[src/rtl/axi4_lite_slave_regs.sv]
// axi4_lite_slave_regs
// AXI4-Lite slave register bank. It terminates CPU-side AXI4-Lite reads and
// writes, holds a bank of byte-strobed RW control registers (index 1 and up)
// plus a read-only ID register at index 0, and exports the register contents
// and per-register write pulses to the core logic.
//
// Ports:
//   clk, rst_n              clock (rising edge), async active-low reset
//   s_aw*, s_w*, s_b*       AXI4-Lite write address / data / response channels
//   s_ar*, s_r*             AXI4-Lite read address / data channels
//   reg_out                 flat register contents, reg i at [i*DATA_WIDTH +: DATA_WIDTH]
//   wr_pulse                one-cycle pulse on bit i after reg i accepts an OKAY write
//
// Write FSM:
//   state   | meaning
//   WR_IDLE | collecting AW and W (either order, or together)
//   WR_RESP | write committed, holding B until s_bready
// Read FSM:
//   state   | meaning
//   RD_IDLE | ready for AR
//   RD_DATA | holding R until s_rready
module axi4_lite_slave_regs #(
  parameter int          ADDR_WIDTH = 32,
  parameter int          DATA_WIDTH = 32,
  parameter int          NUM_REGS   = 8,
  parameter logic [31:0] ID_VALUE   = 32'hC1A7_0001
) (
  input  logic                           clk,
  input  logic                           rst_n,
  input  logic [ADDR_WIDTH-1:0]          s_awaddr,
  input  logic [2:0]                     s_awprot,
  input  logic                           s_awvalid,
  output logic                           s_awready,
  input  logic [DATA_WIDTH-1:0]          s_wdata,
  input  logic [DATA_WIDTH/8-1:0]        s_wstrb,
  input  logic                           s_wvalid,
  output logic                           s_wready,
  output logic [1:0]                     s_bresp,
  output logic                           s_bvalid,
  input  logic                           s_bready,
  input  logic [ADDR_WIDTH-1:0]          s_araddr,
  input  logic [2:0]                     s_arprot,
  input  logic                           s_arvalid,
  output logic                           s_arready,
  output logic [DATA_WIDTH-1:0]          s_rdata,
  output logic [1:0]                     s_rresp,
  output logic                           s_rvalid,
  input  logic                           s_rready,
  output logic [NUM_REGS*DATA_WIDTH-1:0] reg_out,
  output logic [NUM_REGS-1:0]            wr_pulse
);

  localparam int STRB_W   = DATA_WIDTH / 8;
  localparam int ADDR_LSB = $clog2(STRB_W);
  localparam int IDX_W    = (NUM_REGS > 1) ? $clog2(NUM_REGS) : 1;

  localparam logic [1:0] RESP_OKAY   = 2'b00;
  localparam logic [1:0] RESP_SLVERR = 2'b10;

  localparam logic [0:0] WR_IDLE = 1'b0;
  localparam logic [0:0] WR_RESP = 1'b1;
  localparam logic [0:0] RD_IDLE = 1'b0;
  localparam logic [0:0] RD_DATA = 1'b1;

  localparam logic [DATA_WIDTH-1:0] ID_EXT = DATA_WIDTH'(ID_VALUE);

  // Range check uses the full shifted address so high addresses never alias
  // back into the bank.
  function automatic logic addr_in_range(input logic [ADDR_WIDTH-1:0] a);
    return (a >> ADDR_LSB) < ADDR_WIDTH'(NUM_REGS);
  endfunction

  function automatic logic [IDX_W-1:0] addr_idx(input logic [ADDR_WIDTH-1:0] a);
    return IDX_W'(a >> ADDR_LSB);
  endfunction

  // regs[0] is held at the ID constant and never written, so the bank can be
  // read and exported uniformly.
  logic [DATA_WIDTH-1:0] regs [NUM_REGS];

  logic [0:0]            wr_state;
  logic                  aw_held;
  logic                  w_held;
  logic [ADDR_WIDTH-1:0] awaddr_q;
  logic [DATA_WIDTH-1:0] wdata_q;
  logic [STRB_W-1:0]     wstrb_q;

  logic                  aw_hs;
  logic                  w_hs;
  logic                  commit;
  logic [ADDR_WIDTH-1:0] wr_addr;
  logic [DATA_WIDTH-1:0] wr_data;
  logic [STRB_W-1:0]     wr_strb;
  logic                  wr_ok;
  logic [IDX_W-1:0]      wr_idx;

  logic [0:0]            rd_state;
  logic                  ar_hs;
  logic                  rd_ok;
  logic [IDX_W-1:0]      rd_idx;

  logic                  unused_prot;
  assign unused_prot = ^{s_awprot, s_arprot};

  assign s_awready = (wr_state == WR_IDLE) && !aw_held;
  assign s_wready  = (wr_state == WR_IDLE) && !w_held;
  assign s_arready = (rd_state == RD_IDLE);

  assign aw_hs = s_awvalid && s_awready;
  assign w_hs  = s_wvalid && s_wready;
  assign ar_hs = s_arvalid && s_arready;

  // A handshake on the commit edge is used directly instead of the latch.
  assign wr_addr = aw_held ? awaddr_q : s_awaddr;
  assign wr_data = w_held  ? wdata_q  : s_wdata;
  assign wr_strb = w_held  ? wstrb_q  : s_wstrb;
  assign commit  = (wr_state == WR_IDLE) && (aw_held || aw_hs) && (w_held || w_hs);
  assign wr_ok   = addr_in_range(wr_addr);
  assign wr_idx  = addr_idx(wr_addr);

  assign rd_ok  = addr_in_range(s_araddr);
  assign rd_idx = addr_idx(s_araddr);

  always_ff @(posedge clk or negedge rst_n) begin
    if (!rst_n) begin
      wr_state <= WR_IDLE;
      aw_held  <= 1'b0;
      w_held   <= 1'b0;
      awaddr_q <= '0;
      wdata_q  <= '0;
      wstrb_q  <= '0;
      s_bvalid <= 1'b0;
      s_bresp  <= RESP_OKAY;
      wr_pulse <= '0;
      for (int i = 0; i < NUM_REGS; i++) begin
        regs[i] <= (i == 0) ? ID_EXT : '0;
      end
    end else begin
      wr_pulse <= '0;
      case (wr_state)
        WR_IDLE: begin
          if (aw_hs) begin
            aw_held  <= 1'b1;
            awaddr_q <= s_awaddr;
          end
          if (w_hs) begin
            w_held  <= 1'b1;
            wdata_q <= s_wdata;
            wstrb_q <= s_wstrb;
          end
          if (commit) begin
            wr_state <= WR_RESP;
            s_bvalid <= 1'b1;
            s_bresp  <= wr_ok ? RESP_OKAY : RESP_SLVERR;
            if (wr_ok && (wr_idx != '0)) begin
              for (int b = 0; b < STRB_W; b++) begin
                if (wr_strb[b]) begin
                  regs[wr_idx][b*8 +: 8] <= wr_data[b*8 +: 8];
                end
              end
              wr_pulse[wr_idx] <= 1'b1;
            end
          end
        end
        default: begin
          if (s_bready) begin
            wr_state <= WR_IDLE;
            s_bvalid <= 1'b0;
            aw_held  <= 1'b0;
            w_held   <= 1'b0;
          end
        end
      endcase
    end
  end

  // Read data is captured from the pre-edge bank, so a same-edge write
  // commit is not visible to this read.
  always_ff @(posedge clk or negedge rst_n) begin
    if (!rst_n) begin
      rd_state <= RD_IDLE;
      s_rvalid <= 1'b0;
      s_rdata  <= '0;
      s_rresp  <= RESP_OKAY;
    end else begin
      case (rd_state)
        RD_IDLE: begin
          if (ar_hs) begin
            rd_state <= RD_DATA;
            s_rvalid <= 1'b1;
            s_rdata  <= rd_ok ? regs[rd_idx] : '0;
            s_rresp  <= rd_ok ? RESP_OKAY : RESP_SLVERR;
          end
        end
        default: begin
          if (s_rready) begin
            rd_state <= RD_IDLE;
            s_rvalid <= 1'b0;
          end
        end
      endcase
    end
  end

  for (genvar g = 0; g < NUM_REGS; g++) begin : g_reg_out
    assign reg_out[g*DATA_WIDTH +: DATA_WIDTH] = regs[g];
  end

endmodule

[config.mk]
export PLATFORM = sky130hd
export DESIGN_NAME = axi4_lite_slave_regs
export DESIGN_NICKNAME = d
export VERILOG_FILES = /design/src/rtl/axi4_lite_slave_regs.sv
export SDC_FILE = /design/constraint.sdc
export NUM_CORES = 1
export LEC_CHECK = 0
export ABC_CLOCK_PERIOD_IN_PS = 2460
export CORE_MARGIN = 2
export CORE_UTILIZATION = 45
export CTS_CLUSTER_SIZE = 24
export DETAILED_ROUTE_END_ITERATION = 8
export DONT_BUFFER_PORTS = 1
export GPL_TIMING_DRIVEN = 0
export PLACE_DENSITY = 0.64
export SETUP_SLACK_MARGIN = 0.4
export SYNTH_ARGS = -nofsm -noshare
export SYNTH_HDL_FRONTEND = slang
export SYNTH_SLANG_ARGS = --single-unit
[constraint.sdc]
create_clock -name clk -period 2.46 [get_ports clk]
set_input_delay 0.492 -clock clk [delete_from_list [all_inputs] [get_ports clk]]
set_output_delay 0.492 -clock clk [all_outputs]
set_load 0.1 [all_outputs]
# After elaboration in Yosys (flattened, before gate mapping)
# Cells that the tools add are included.
[totals]
reg_bits = 374
in_bits = 113
out_inout_bits = 305
elab_cells = 117
[classes]
order_cmp = 7
n_eq_ne = 2
n_mux = 55
bitwise = 4
reduce_logical = 28
[op_table]
columns = ["op", "n"]
rows = [
  ["$mux 256", 13],
  ["$bwmux 256", 4],
  ["$demux 32 s3", 4],
  ["$mux 32", 6],
  ["$bmux 32 s3", 1],
  ["$lt 30x4->1 const B", 2],
  ["$mux 8", 4],
  ["$mux 24", 1],
  ["$mux 1", 17],
  ["$mux 16", 1],
  ["$reduce_and 2->1", 8],
  ["$logic_and 1x1->1", 10],
  ["$ge 4x4->1 const B", 2],
  ["$not 3->4", 2],
  ["$reduce_bool 2->1", 4],
  ["$lt 3x4->1 const B", 1],
  ["$lt 4x1->1 const B", 1],
  ["$mux 2", 2],
  ["$mux 4", 1],
  ["$ne 2x2->1 const B", 2],
  ["$demux 1 s3", 1],
  ["$ge 3x1->1 const B", 1],
  ["$reduce_and 3->1", 1],
  ["$reduce_bool 3->1", 1],
  ["3 further kinds", 6],
]

# Longest topological paths before layout
# Gate-level depths: netlist of run 1.
[logic_depth]
ltp_word = 23
mapped_depth = 7
ltp_nobuf = 5

# Least setup slack after synthesis of run 1
# OpenSTA, ideal clock, no wires.
[synth_path]
kind = "reg-to-output"
from = "reg w_held"
to = "out s_wready"
t_arrival_ns = 2.151
path_slack_ns = -0.183
path_stages_with_launch = 4
path_buffers = 2
path_cell_list = "dfrtp_1 > buf_1 > clkbuf_1 > nor2_1"
[synth_between]
elab_chain_len = 2
[synth_rtl]
columns = ["item", "line", "rtl"]
rows = [
  ["from (decl)", "83", "logic w_held;"],
  ["from (signal assigned)", "128", "w_held <= 1'b0;"],
  ["from (signal assigned)", "147", "w_held <= 1'b1;"],
  ["from (signal assigned)", "170", "w_held <= 1'b0;"],
  ["$logic_not 1->1", "106", "assign s_wready = (wr_state == WR_IDLE) && !w_held;"],
  ["$logic_and 1x1->1", "106", ""],
  ["to (decl)", "37", "output logic s_wready,"],
]
# Every way passes these cells.

# Worst setup path after layout of run 1
[layout_path]
from = "reg awaddr_q[25]"
to = "reg regs (netlist bit reg_out[39])"
[layout_between]
elab_chain_len = 4
[layout_rtl]
columns = ["item", "line", "rtl"]
rows = [
  ["from (decl)", "84", "logic [ADDR_WIDTH-1:0] awaddr_q;"],
  ["from (signal assigned)", "144", "awaddr_q <= s_awaddr;"],
  ["$mux 32", "114", "assign wr_addr = aw_held ? awaddr_q : s_awaddr;"],
  ["$lt 30x4->1", "70", "return (a >> ADDR_LSB) < ADDR_WIDTH'(NUM_REGS);"],
  ["$logic_and 1x1->1", "155", "if (wr_ok && (wr_idx != '0)) begin"],
  ["$reduce_and 3->1 (no line)", "--", ""],
  ["to (signal, indexed assignment)", "136", "regs[i] <= (i == 0) ? ID_EXT : '0;"],
  ["to (signal, indexed assignment)", "158", "regs[wr_idx][b*8 +: 8] <= wr_data[b*8 +: 8];"],
  ["to (decl)", "79", "logic [DATA_WIDTH-1:0] regs [NUM_REGS];"],
]
# Every way passes these cells.
# A chain may end at the register's enable or synchronous reset.

==> results.md, run 1 <==
* Worst skew pair latency at 0.56 ns
* Vias per inst at 5.92
* Final setup margin at 0.0468 ns
* Area Overhead vs Synth at 21.6%
* Switching Fraction at 30.3%
* Cells after Synth at 1054
* DRT Wirelength at 48600 µm
* Synth cell types at 39
* P_int at 0.0122 W
* Initial DRC Count at 433
* GR Util All Layers at 25.4%
* Most common cell after layout, fill and taps aside: dfrtp_1
* Gr ovfl total at 0
* Die Wd at 195 µm
* Register bit total from synthesis at 370
* Failing checks: hold timing, slew limit
* Total chip power at 0.0175 W
* CTS H-tree depth at 2
* CTS Buffer Depth at 3
* Startpoint types: register
* Wirelength per Cell at 29.6 µm
* Crit Path Max Fanout at 8
* Worst slew pin tran at 1.83 ns
* Maximum clock rate at 414 MHz
* Register area share after synthesis at 56.5%
* Row count at 69
* Number of routed nets with antenna violations at 0
* Register-to-register setup slack at 0.05 ns
* Die ar. at 0.0380 mm²
* Largest net degree at the start of global routing at 371
* Clock power frac at 36.0%
* Hold slack at -0.352 ns
* Net load switching power at 0.00530 W
* Final Critical Period at 2.41 ns
* Fill count at 2911
* HP Class: in -> async
* Syn avg cell area at 15.6 µm²
* Placed wire-length estimate at 32100 µm
* Non-filler cells, final at 1641
* Max-slew headroom at -22.0%
* Total CTS buffers at 41
* Reg power frac at 43.2%
* Top Ports at 418
* Root Driver: clkbuf_16
* Power density cells at 875 mW/mm²
* Static leakage at 9.41 nW
* Drc violations at 0
* Comb pwr share at 20.8%
* Status: finished with violations
* Max-cap violations at 0
* Yosys top cell by area: dfrtp_1
* Dpl cells at 1517
* Initial Utilization at 45.9%
* Fin util at 55.8%
* Nets at 1261
* Synth area leaders: dfrtp_1 55%, mux2_2 22%, mux4_2 8.8%, nand4_4 3.0%, mux2i_1 2.0%
* Final Hold Fails at 217
* Antenna violations before repair at 3
* Layout cells sized above 1 at 57.2%
* Global-route wire length before repair at 71100 µm
* Synth warnings at 0
* Chip height at 195 µm
* Kind of critical path: reg -> reg
* Yosys top cell area share at 55.1%
* WP data arrival at 2.85 ns
* Vias in the first global route at 10.5k
* First-pass iteration count of the detailed router at 4
* IO Port Bufs at 0
* Final setup vio count at 0
* Pre-CTS WS at -0.552 ns
* Worst setup EP type: register
* Clk sinks at 370
* Post-Synthesis Cell Area at 0.0164 mm²
* Tcrit/Tclk final at 98.1%
* Vias at 9708
* Worst EP required at 2.89 ns
* Max VDD drop at 0.611 mV
* Commonest cells after routing, fill and taps aside: 313 x dfrtp_1, 226 x mux2_2, 99 x mux2_4
* Final Wtd Congestion at 0.768
* TritonCTS clock tree: done
* Clock skew at 0.0176 ns
* CORE AREA at 0.0357 mm²
* Max-slew violations at 166
* Reg clk slew, reported paths at 0.06 ns
* RSZ-0062 raised after global routing: true
[synthesized netlist by cell type]
master and instances:
a21boi_0 1, a21boi_1 1, a21oi_1 2, a221oi_4 1
a31oi_1 1, a32o_1 1, buf_1 8, buf_2 12
buf_4 6, buf_6 1, buf_8 2, clkbuf_1 52
conb_1 1, dfrtp_1 361, dfstp_2 9, inv_1 6
mux2_2 325, mux2i_1 33, mux4_2 64, nand2_1 49
nand2b_1 1, nand3_1 3, nand3_2 4, nand3b_1 2
nand4_1 3, nand4_2 1, nand4_4 23, nor2_1 11
nor2b_1 6, nor3_1 4, nor4_1 15, nor4b_1 2
nor4bb_1 1, o21a_1 1, o21ai_0 35, o21ai_4 1
o22ai_1 2, or3_1 1, or4_1 2
[kinds of logic after synthesis]
group	share of synthesized area (%)
mux	33.1
flops	56.5
simple gates	6.23
buf+inv	2.40
compound gates	1.70
other cells	0.0229
[final cells by class]
type	count	area, µm²	share of cell area [%]
timing repair buffer	49	661	3.31
multi-input combinational	599	7440	37.3
clock buffer	65	1270	6.36
antenna	4	10.0	0.0502
inverter	6	26.3	0.132
buffer	81	520	2.61
tap	461	577	2.89
clock inverter	6	113	0.565
sequential	370	9330	46.8
[path summary, 6_finish.rpt]
path                            depth (start not counted)            to    startpoint
worst max-delay path                                    7   reg_out[39]  awaddr_q[25]
worst min-delay path                                    0   wr_pulse[6]         rst_n
worst max register to register                          7   reg_out[39]  awaddr_q[25]
worst min register to register                          1   wdata_q[18]   wdata_q[18]
max in group asynchronous                               0  reg_out[191]         rst_n
min in group clk                                        1      wr_state      s_bready
[sequential cells by signal, indices dropped and copies added, names as in the netlist]
signal / cells
aw_held: 1
awaddr_q: 30
rd_state: 1
reg_out: 256
s_bresp: 1
s_bvalid: 1
s_rdata: 32
s_rresp: 1
s_rvalid: 1
w_held: 1
wdata_q: 32
wr_pulse: 8
wr_state: 1
wstrb_q: 4
[power by group through the flow]
stage / clock network, W / logic [W] / registers [W]
detailed placement: 0 / 0.00314 / 0.00759
global placement: 0 / 0.00309 / 0.00756
global route: 0.00664 / 0.00391 / 0.00761
floorplan: 0 / 0.00244 / 0.00748
finish: 0.00628 / 0.00363 / 0.00753
CTS: 0.00643 / 0.00349 / 0.00752
[through the flow]
stage	instance area, µm²	setup TNS, ns	hold WS (ns)
floorplan	16400	0	0.196
global placement	17000	-74.20	0.205
detailed placement	17000	-78.54	0.207
CTS	19400	0	-0.388
global route	19900	-3.89	-0.378
finish	19900	0	-0.352
[critical path, stage by stage (launching register included)]
cell and delay [ns]:
dfrtp_1 0.40, nor4_2 0.29, nand4_1 0.19, a221oi_4 0.41, buf_6 0.22, buf_12 0.15, nand4_4 0.24, mux2_4 0.39
[metal layers]
layer  share of wire, %  wire [µm]  track usage (%)
met5                  0          0                0
met3                8.7       4240             8.83
met4                2.9       1420             9.16
met2                 50      24100             42.9
met1                 39      18800             30.2
[timing repair]
| item | in CTS | in global routing |
|---|---|---|
| endpoints found under the hold margin | 370 | 364 |
| endpoints found under the setup margin | 354 | 313 |
| pin swaps | 30 | 15 |
| cloned | 4 | 1 |
| buffers inserted | 34 | 10 |
| resized for setup | 155 | 150 |
(Power assumes the default switching activity.)
==> run 2: changes to the inputs <==
--- a/config.mk
+++ b/config.mk
@@ -5,13 +5,13 @@
 export SDC_FILE = /design/constraint.sdc
 export NUM_CORES = 1
 export LEC_CHECK = 0
-export ABC_CLOCK_PERIOD_IN_PS = 2460
+export ABC_CLOCK_PERIOD_IN_PS = 3000
+export CORE_ASPECT_RATIO = 0.6
 export CORE_MARGIN = 2
 export CORE_UTILIZATION = 45
 export CTS_CLUSTER_SIZE = 24
 export DETAILED_ROUTE_END_ITERATION = 8
 export DONT_BUFFER_PORTS = 1
-export GPL_TIMING_DRIVEN = 0
 export PLACE_DENSITY = 0.64
 export SETUP_SLACK_MARGIN = 0.4
 export SYNTH_ARGS = -nofsm -noshare
==> constraint.sdc (replaced) <==
create_clock -name clk -period 3 [get_ports clk]
set_input_delay 0.6 -clock clk [delete_from_list [all_inputs] [get_ports clk]]
set_output_delay 0.6 -clock clk [all_outputs]
set_load 0.1 [all_outputs]
==> run 2 against run 1 <==
Critical path depth is the same. Clock power shrank 26%. Largest power group unchanged. Non-clock buffer count shrank 96. First-iteration DRC count grew 44%. The run ends with hold timing left. Worst setup slack gained 0.43 ns. Combinational power shrank 29%. Utilization shrank 5.0 points.
==> results.md, run 2 (synthesis results as in run 1) <==
* Worst EP required at 3.40 ns
* Vias at 9343
* Hold slack at -0.223 ns
* RR Endpoint: reg_out[76]
* Reg clk slew, reported paths at 0.07 ns
* Critical-path cell list: nor4b_1 -> nand4_1 -> a221oi_4 -> buf_6 -> buf_12 -> nand4_4 -> mux2_4
* Max-slew headroom at 7.54%
* CTS Buffer Depth at 3
* Clock skew at 0.0161 ns
* RSZ-0062 raised after global routing: false
* Tcrit/Tclk final at 84.0%
* Wirelength per Cell at 29.1 µm
* Row count at 54
* Kind of critical path: reg -> reg
* Antenna violations before repair at 1
* Die ar. at 0.0380 mm²
* Top Ports at 418
* Total CTS buffers at 37
* Initial DRC Count at 625
* Max VDD drop at 0.524 mV
* Switching Fraction at 30.4%
* Die Wd at 250 µm
* Clk sinks at 370
* Dpl cells at 1477
* Nets at 1161
* Worst setup EP type: register
* Initial Utilization at 45.4%
* Largest register FFs at 256
* Gr ovfl total at 0
* Fin util at 50.8%
* CP bufs+invs at 2
* Most common cell after layout, fill and taps aside: dfrtp_1
* Largest net degree at the start of global routing at 371
* Power density cells at 728 mW/mm²
* DRT Wirelength at 45200 µm
* Register area at 0.00927 mm²
* P_int at 0.00930 W
* Chip height at 152 µm
* TritonCTS clock tree: done
* Pre-CTS WS at 0.136 ns
* Non-filler cells, final at 1550
* Maximum clock rate at 397 MHz
* Status: finished with violations
* Final setup margin at 0.481 ns
* Failing checks: hold timing
* Final Critical Period at 2.52 ns
* Fin Setup TNS at 0 ns
* Fill count at 3032
* CTS H-tree depth at 2
* CP top delay family: simple AND/OR/NAND/NOR gates
* WP data arrival at 2.92 ns
* GR Util All Layers at 23.8%
* Global-route wire length before repair at 67500 µm
* Final setup vio count at 0
* Reg power frac at 46.1%
* Final Hold Fails at 199
* Clock power frac at 34.8%
* Placed wire-length estimate at 29200 µm
* Max-slew violations at 0
* Commonest cells after routing, fill and taps aside: 359 x dfrtp_1, 324 x mux2_2, 64 x mux4_2
* Comb pwr share at 19.1%
* Register-to-register setup slack at 0.48 ns
* Root Driver: clkbuf_16
* Slowest CP cell: dfrtp_2
* First-pass iteration count of the detailed router at 4
* Startpoint types: register
* Drc violations at 0
* HP Class: in -> async
* Worst slew pin tran at 1.39 ns
* Net load switching power at 0.00407 W
* Delay of the slowest critical-path stage at 0.47 ns
* R2r startpoint: aw_held
* Worst skew pair latency at 0.53 ns
* Worst setup startpoint: aw_held
* R2r worst-path depth at 7
* Final Wtd Congestion at 0.777
* Static leakage at 8.57 nW
* CORE AREA at 0.0361 mm²
* Layout cells sized above 1 at 49.4%
* Vias in the first global route at 9916
* Crit Path Max Fanout at 8
* Vias per inst at 6.03
* Number of routed nets with antenna violations at 0
* Max-cap violations at 0
* IO Port Bufs at 0
* Area of the multi-input gates at 0.00687 mm²
* Area Overhead vs Synth at 11.9%
[run 2: cell types whose count changed in the layout (fill, tap and decap cells not counted), moves of 10 or more]
cell       previous run  this run
o21ai_0               5        35
buf_2                13         0
dfrtp_2              48         2
mux2_2              226       324
mux2_4               99         1
dfrtp_1             313       359
o21ai_2              27         0
clkbuf_16            48        38
buf_6                13         2
clkbuf_1             48        10
buf_12               19         7
[run 2: cell type report]
cell class	count	area share, %
clock inverter	8	0.648
tap	476	3.25
clock buffer	55	5.85
sequential	370	50.5
timing repair buffer	34	2.11
inverter	6	0.123
multi-input combinational	599	37.5
antenna	2	0.0273
[run 2: what timing repair did]
item | in CTS | in global routing
setup endpoints to repair | 177 | 214
setup buffers | 4 | 2
hold endpoints to repair | 365 | 361
gates resized for setup | 8 | 8
cloned | 1 | 1
pin swaps | 3 | 3
[run 2: worst max-delay path by stage]
stage | endpoint | cells past startpoint
2_1_floorplan | s_awready | 3
3_3_place_gp | reg_out[84] | 6
3_5_place_dp | reg_out[84] | 6
4_1_cts | reg_out[70] | 8
5_1_grt | reg_out[76] | 7
6_report | reg_out[76] | 7
[run 2: per-layer routing]
metal	vias up	global-route usage (%)	share of wire [%]
met5	-	0	0
met4	0	6.24	2.4
met3	60	7.30	8.3
met2	361	37.1	47
met1	5029	32.5	43
li1	3893	-	-
[run 2: power by group through the flow]
stage	logic, W	clock network (W)	registers [W]
2_1_floorplan	0.00199	0	0.00613
3_3_place_gp	0.00248	0	0.00620
3_5_place_dp	0.00254	0	0.00623
4_1_cts	0.00256	0.00477	0.00614
5_1_grt	0.00278	0.00496	0.00622
6_report	0.00256	0.00465	0.00616
[run 2: per-stage QoR]
step | area, µm² | power [W]
final | 18300 | 0.0134
after global routing | 18300 | 0.0140
after CTS | 18200 | 0.0135
after detailed placement | 16900 | 0.00877
after global placement | 16900 | 0.00868
after floorplan | 16400 | 0.00812
